**src/rtl/exu_div_pkg.sv**
```systemverilog
// Shared widths, handshake levels, op bit positions and FSM encoding for the
// execute-unit radix-2 divider.
package exu_div_pkg;

  localparam int REG_DATA_WIDTH = 32;
  localparam int REG_ADDR_WIDTH = 5;

  // Start line levels as driven by the mul/div controller.
  localparam logic DivStart = 1'b1;
  localparam logic DivStop  = 1'b0;

  // Bit positions inside the one-hot op vector {remu, rem, divu, div}.
  localparam int OP_DIV  = 0;
  localparam int OP_DIVU = 1;
  localparam int OP_REM  = 2;
  localparam int OP_REMU = 3;

  typedef enum logic [1:0] {
    S_IDLE = 2'd0,
    S_CALC = 2'd1,
    S_END  = 2'd2
  } div_state_e;

  // Two's-complement negate when neg is set.
  function automatic logic [REG_DATA_WIDTH-1:0] sign_fix(
    input logic [REG_DATA_WIDTH-1:0] v,
    input logic                      neg
  );
    return neg ? (~v + {{(REG_DATA_WIDTH-1){1'b0}}, 1'b1}) : v;
  endfunction

endpackage

```
**src/rtl/exu_div.sv**
```systemverilog
// RV32M DIV/DIVU/REM/REMU: restoring radix-2 divider, one quotient bit per
// cycle, with divide-by-zero and signed-overflow results resolved on accept.
module exu_div
  import exu_div_pkg::*;
(
  input  logic                      clk,
  input  logic                      rst,
  input  logic                      start_i,
  input  logic [REG_DATA_WIDTH-1:0] dividend_i,
  input  logic [REG_DATA_WIDTH-1:0] divisor_i,
  input  logic [3:0]                op_i,
  input  logic [REG_ADDR_WIDTH-1:0] reg_waddr_i,
  output logic [REG_DATA_WIDTH-1:0] result_o,
  output logic                      ready_o,
  output logic                      busy_o,
  output logic [REG_ADDR_WIDTH-1:0] reg_waddr_o
);

  localparam int W = REG_DATA_WIDTH;

  div_state_e              state_q, state_d;
  logic                    signed_q, signed_d;
  logic                    is_rem_q, is_rem_d;
  logic                    neg_quot_q, neg_quot_d;
  logic                    neg_rem_q, neg_rem_d;
  logic [W-1:0]            quot_q, quot_d;
  logic [W-1:0]            rem_q, rem_d;
  logic [W-1:0]            dvs_q, dvs_d;
  logic [4:0]              cnt_q, cnt_d;
  logic [REG_ADDR_WIDTH-1:0] waddr_q, waddr_d;
  logic [REG_ADDR_WIDTH-1:0] reg_waddr_q, reg_waddr_d;
  logic [W-1:0]            result_q, result_d;

  // Accept-time decode of the incoming operands.
  logic         accept;
  logic         in_signed, in_is_rem;
  logic         dvd_neg, dvs_neg;
  logic [W-1:0] dvd_mag, dvs_mag;
  logic         div_by_zero, overflow;

  // One restoring step on the latched state.
  logic [W:0]   shifted, diff;
  logic [W-1:0] step_rem, step_quot;
  logic [W-1:0] final_val;

  always_comb begin
    accept      = (start_i == DivStart) &&
                  (op_i[OP_DIV] | op_i[OP_DIVU] | op_i[OP_REM] | op_i[OP_REMU]);
    in_signed   = op_i[OP_DIV] | op_i[OP_REM];
    in_is_rem   = op_i[OP_REM] | op_i[OP_REMU];
    dvd_neg     = in_signed & dividend_i[W-1];
    dvs_neg     = in_signed & divisor_i[W-1];
    dvd_mag     = sign_fix(dividend_i, dvd_neg);
    dvs_mag     = sign_fix(divisor_i, dvs_neg);
    div_by_zero = (divisor_i == '0);
    overflow    = in_signed && (dividend_i == {1'b1, {(W-1){1'b0}}}) &&
                  (divisor_i == '1);

    // Bit W of the 33-bit difference is the borrow: set means restore.
    shifted = {rem_q, quot_q[W-1]};
    diff    = shifted - {1'b0, dvs_q};
    if (!diff[W]) begin
      step_rem  = diff[W-1:0];
      step_quot = {quot_q[W-2:0], 1'b1};
    end else begin
      step_rem  = shifted[W-1:0];
      step_quot = {quot_q[W-2:0], 1'b0};
    end
    final_val = is_rem_q ? sign_fix(step_rem, signed_q & neg_rem_q)
                         : sign_fix(step_quot, signed_q & neg_quot_q);
  end

  always_comb begin
    // NOTE: every next-state signal takes its held value first, so no path
    // through the case below can leave one unassigned and infer a latch.
    state_d     = state_q;
    signed_d    = signed_q;
    is_rem_d    = is_rem_q;
    neg_quot_d  = neg_quot_q;
    neg_rem_d   = neg_rem_q;
    quot_d      = quot_q;
    rem_d       = rem_q;
    dvs_d       = dvs_q;
    cnt_d       = cnt_q;
    waddr_d     = waddr_q;
    reg_waddr_d = reg_waddr_q;
    result_d    = result_q;

    unique case (state_q)
      S_IDLE: begin
        if (accept) begin
          signed_d   = in_signed;
          is_rem_d   = in_is_rem;
          neg_quot_d = dvd_neg ^ dvs_neg;
          neg_rem_d  = dvd_neg;
          quot_d     = dvd_mag;
          dvs_d      = dvs_mag;
          rem_d      = '0;
          cnt_d      = '0;
          waddr_d    = reg_waddr_i;
          if (div_by_zero) begin
            result_d    = in_is_rem ? dividend_i : '1;
            reg_waddr_d = reg_waddr_i;
            state_d     = S_END;
          end else if (overflow) begin
            result_d    = in_is_rem ? '0 : {1'b1, {(W-1){1'b0}}};
            reg_waddr_d = reg_waddr_i;
            state_d     = S_END;
          end else begin
            state_d = S_CALC;
          end
        end
      end
      S_CALC: begin
        // Controller dropping start mid-operation abandons it silently.
        if (start_i == DivStop) begin
          state_d = S_IDLE;
        end else begin
          rem_d  = step_rem;
          quot_d = step_quot;
          cnt_d  = cnt_q + 5'd1;
          if (cnt_q == 5'd31) begin
            result_d    = final_val;
            reg_waddr_d = waddr_q;
            state_d     = S_END;
          end
        end
      end
      S_END:   state_d = S_IDLE;
      default: state_d = S_IDLE;
    endcase
  end

  // NOTE: sequential state uses non-blocking assignments so every register
  // samples the pre-edge values, independent of statement order.
  always_ff @(posedge clk or posedge rst) begin
    if (rst) begin
      state_q     <= S_IDLE;
      signed_q    <= 1'b0;
      is_rem_q    <= 1'b0;
      neg_quot_q  <= 1'b0;
      neg_rem_q   <= 1'b0;
      quot_q      <= '0;
      rem_q       <= '0;
      dvs_q       <= '0;
      cnt_q       <= '0;
      waddr_q     <= '0;
      reg_waddr_q <= '0;
      result_q    <= '0;
    end else begin
      state_q     <= state_d;
      signed_q    <= signed_d;
      is_rem_q    <= is_rem_d;
      neg_quot_q  <= neg_quot_d;
      neg_rem_q   <= neg_rem_d;
      quot_q      <= quot_d;
      rem_q       <= rem_d;
      dvs_q       <= dvs_d;
      cnt_q       <= cnt_d;
      waddr_q     <= waddr_d;
      reg_waddr_q <= reg_waddr_d;
      result_q    <= result_d;
    end
  end

  assign result_o    = result_q;
  assign reg_waddr_o = reg_waddr_q;
  assign busy_o      = (state_q == S_CALC);
  assign ready_o     = (state_q == S_END);

endmodule

```
**config.mk**
```make
export PLATFORM = sky130hd
export DESIGN_NAME = exu_div
export DESIGN_NICKNAME = d
export VERILOG_FILES = /design/src/rtl/exu_div_pkg.sv /design/src/rtl/exu_div.sv
export SDC_FILE = /design/constraint.sdc
export NUM_CORES = 1
export LEC_CHECK = 0
export CAP_MARGIN = 20
export CORE_MARGIN = 2
export CORE_UTILIZATION = 45
export DETAILED_ROUTE_END_ITERATION = 6
export DONT_BUFFER_PORTS = 1
export GPL_ROUTABILITY_DRIVEN = 0
export PLACE_DENSITY = 0.58
export SLEW_MARGIN = 20
export SYNTH_ARGS = -nofsm -noshare
export SYNTH_HDL_FRONTEND = slang
export SYNTH_SLANG_ARGS = --single-unit
```
**constraint.sdc**
```tcl
create_clock -name clk -period 7 [get_ports clk]
set_input_delay 0.35 -clock clk [delete_from_list [all_inputs] [get_ports clk]]
set_output_delay 0.35 -clock clk [all_outputs]
set_load 0.05 [all_outputs]
```
==> results.py <==
metrics = {
    "clock_network": {
        "cts.sinks": 149,
        "cts-root-buf": "clkbuf_16",
        "cts_buffer_depth": 2,
        "cts_tree": "built",
        "h-tree-depth": 4,
        "cts_made_buffers": 17,
        "post-cts-setup-buffer-count": 0,
        "clk_pin_slew_ns": 0.08,
        "clkLatencyLatePin_ns": 0.44,
    },
    "power": {
        "cell_internal_pwr_mw": 3.13,
        "power_density_mw_per_mm2": 515,
        "vdd_ir_drop_max_mv": 0.352,
        "switching_share_pct": 54.3,
        "finalPower_mw": 6.85,
        "pwr-share-clk_pct": 14.0,
        "power_leakage_nw": 5.37,
        "power_frac_comb_pct": 58.2,
        "power.switching_mw": 3.72,
        "p_seq_share_pct": 27.8,
    },
    "status": {
        "outcome": "finished, final reports clean",
    },
    "layout": {
        "synthToLayoutAreaGrowth_pct": 6.61,
        "layout-drive-gt1-share_pct": 6.69,
        "n_antenna_cell": 0,
        "fin_nets": 1687,
    },
    "floorplanning": {
        "rows": 60,
        "dieArea_mm2": 0.0291,
        "initial_core_util_pct": 46.1,
        "die_w_um": 171,
        "core_mm2": 0.0271,
        "die_h_um": 171,
        "ios": 115,
    },
    "min_path": {
        "hold_path_depth": 2,
        "hold_class": "in -> reg",
        "min_from": "reg_waddr_i[1]",
        "whs_endpoint": "reg_waddr_o[1]",
    },
    "detailed_routing": {
        "vias": 11900,
        "drtIter0Drc": 922,
        "dr.pass1.iters": 5,
        "ant_nets": 0,
        "viasPerCell": 6.10,
        "routed_wl_um": 40800,
        "drc": 0,
        "wl_per_cell_um": 20.8,
    },
    "critical_path": {
        "crit_fanout": 12,
        "regToRegSetupSlack_ns": 0.92,
        "end_kind": "flop",
        "rr_startpoint": "rem_q[17]",
        "r2r-end": "result_o[30]",
        "startpoint_type": "flop",
        "worst-setup-path-type": "reg -> reg",
        "worstPathArrival_ns": 6.39,
        "required_ns": 7.32,
        "rr_worst_depth": 21,
    },
    "timing": {
        "fmax_mhz": 165,
        "final.min_clock_period_ns": 6.08,
        "finalSetupViolCount": 0,
        "drv_slew": 0,
        "worst_pin_slew_ns": 1.09,
        "finClkSkew_ns": 0.0165,
        "hold_violations": 0,
        "relSlewSlack_pct": 26.8,
        "rsz0062_at_grt": "no",
        "fin_crit_sh_pct": 86.8,
        "fin_setup_tns_ns": 0,
    },
    "synthesis": {
        "syn_inst": 1635,
        "ys.warnings.count": 0,
        "yosys_most_used_dff": "dfrtp_1",
        "ys_types": 86,
        "synth_edf_count": 0,
        "synth_seq_cells": 149,
        "syn_area_mm2": 0.0125,
        "synth.avg_cell_area_um2": 7.64,
        "syn-num-nets": 1751,
        "synthArstFlopShare_pct": 100,
        "seq_area_frac_synth_pct": 29.9,
    },
    "placement": {
        "port_buffers": 0,
        "hpwl_um": 30100,
    },
    "grt": {
        "overflow": 0,
        "grt_use_total_pct": 28.6,
        "grt_pass1_vias": 11400,
        "antenna_found_initial": 2,
        "grt_max_degree": 91,
        "grt_first_pass_wirelength_um": 64400,
    },
    "job": {
        "maxCapViolations": 0,
    },
}
-- timing repair --
item                      in CTS  in global routing
hold endpoints to repair       5                  0
resized for setup              0                  0
hold buffers                   1                  0
-- cell type report --
type / count / area (um^2)
fill: 2723 / 13800
tap: 372 / 465
inverter: 51 / 196
sequential: 149 / 3730
multi-input combinational: 1334 / 8180
clock inverter: 14 / 161
timing repair buffer: 18 / 138
clock buffer: 18 / 439
-- synthesized netlist by cell type (all sizes together) (7+ instances only) --
library cell,number,area (um^2)
or3,16,101
o21ai,215,1080
a21oi,165,845
dfrtp,149,3730
nor2b,12,75.1
nand2,171,642
a21o,13,98.9
o22ai,8,50.1
mux2,9,101
nand4,15,93.8
mux2i,31,310
nor3,46,235
o21a,9,67.6
o31ai,18,168
o41ai,11,126
a211oi,16,135
xnor2,82,718
inv,51,191
or4,12,93.8
ha,39,488
clkbuf,70,263
nor2,154,581
xor2,51,447
a31oi,32,206
and3,14,87.6
nand3,57,285
or2,7,43.8
nor4,24,186
nand2b,15,96.3
and2,13,81.3
o211ai,27,208
buf,31,168
-- placed cells by master (no fill, tap or decap), types with 5 or more instances in the layout --
| master | n |
|---|---|
| a211oi_1 | 13 |
| a21boi_0 | 5 |
| a21o_1 | 12 |
| a21oi_1 | 162 |
| a31oi_1 | 31 |
| and2_1 | 11 |
| and3_1 | 14 |
| buf_4 | 17 |
| clkbuf_16 | 17 |
| dfrtp_1 | 149 |
| ha_1 | 39 |
| inv_1 | 48 |
| inv_8 | 5 |
| mux2_2 | 9 |
| mux2i_1 | 31 |
| nand2_1 | 170 |
| nand2b_1 | 14 |
| nand3_1 | 57 |
| nand4_1 | 15 |
| nor2_1 | 152 |
| nor2b_1 | 11 |
| nor3_1 | 45 |
| nor4_1 | 20 |
| o211ai_1 | 26 |
| o21a_1 | 9 |
| o21ai_0 | 202 |
| o21ai_1 | 11 |
| o22ai_1 | 8 |
| o31ai_1 | 15 |
| o41ai_1 | 7 |
| or3_1 | 15 |
| or4_1 | 11 |
| xnor2_1 | 82 |
| xor2_1 | 51 |
-- how the worst max path moves through the flow --
stage,start,endpoint,depth (start not counted)
after floorplan,quot_q[31],result_o[30],25
after global placement,rem_q[17],result_o[30],21
after detailed placement,rem_q[17],result_o[26],21
after CTS,quot_q[31],result_o[30],23
after global routing,quot_q[31],result_o[30],23
final,rem_q[17],result_o[30],21
-- power by group through the flow --
stage	sequential (mW)	clock, mW	combinational, mW
detailed placement	1.91	0	3.94
CTS	1.90	0.978	3.95
finish	1.90	0.962	3.99
global route	1.95	1.01	4.44
floorplan	1.73	0	3.13
global placement	1.90	0	3.91
-- through the flow --
step | std cells | util (%) | hold WS (ns) | instance area [um^2] | setup slack (ns)
after detailed placement | 1923 | 46.8 | 0.465 | 12700 | 1.09
after global routing | 1956 | 49.1 | 0.0367 | 13300 | 0.534
after floorplan | 1635 | - | 0.445 | 12500 | 1.55
after CTS | 1956 | 49.1 | 0.0421 | 13300 | 1.04
final | 1956 | 49.1 | 0.0510 | 13300 | 0.925
after global placement | 1923 | 46.8 | 0.455 | 12700 | 1.17
-- metal layers --
| metal | vias up | track usage (%) | part of all wire [%] |
|---|---|---|---|
| met3 | 57 | 6.59 | 6.6 |
| met1 | 5728 | 38.9 | 46 |
| li1 | 5759 | - | - |
| met2 | 379 | 45.1 | 45 |
| met5 | - | 0 | 0 |
| met4 | 0 | 8.47 | 2.3 |
-- logic make-up (layout without fill, tap and decap cells) --
family / after synthesis / in the layout / synth area share, %
simple gates: 568 / 568 / 21.7
compound gates: 553 / 553 / 26.8
buf+inv: 152 / 101 / 4.98
flops: 149 / 149 / 29.9
xor+xnor: 133 / 133 / 9.33
fa+ha+maj: 40 / 40 / 4.07
mux: 40 / 40 / 3.30
-- registers in the layout, indices dropped and copies added (netlist names) --
name / count
is_rem_q: 1
neg_rem_q: 1
signed_q: 1
waddr_q: 5
cnt_q: 5
dvs_q: 32
result_o: 32
neg_quot_q: 1
quot_q: 32
rem_q: 32
state_q: 2
reg_waddr_o: 5
-- critical path, cell delays in order, from the launching register on --
cell	delay (ns)
dfrtp_1	0.45
ha_1	0.54
nand2_1	0.14
o21ai_1	0.30
a221oi_2	0.14
o211a_1	0.24
nor3_1	0.58
nor3_2	0.14
nor2_4	0.11
inv_1	0.18
a21oi_1	0.31
ha_1	0.31
nand3b_1	0.10
mux2i_1	0.19
o211ai_1	0.18
nor4_2	0.54
nand4_1	0.19
nor4b_1	0.37
a21oi_1	0.23
nor4_1	0.42
mux2i_1	0.22
a21oi_1	0.08
Power figures use the tool's default switching activity.
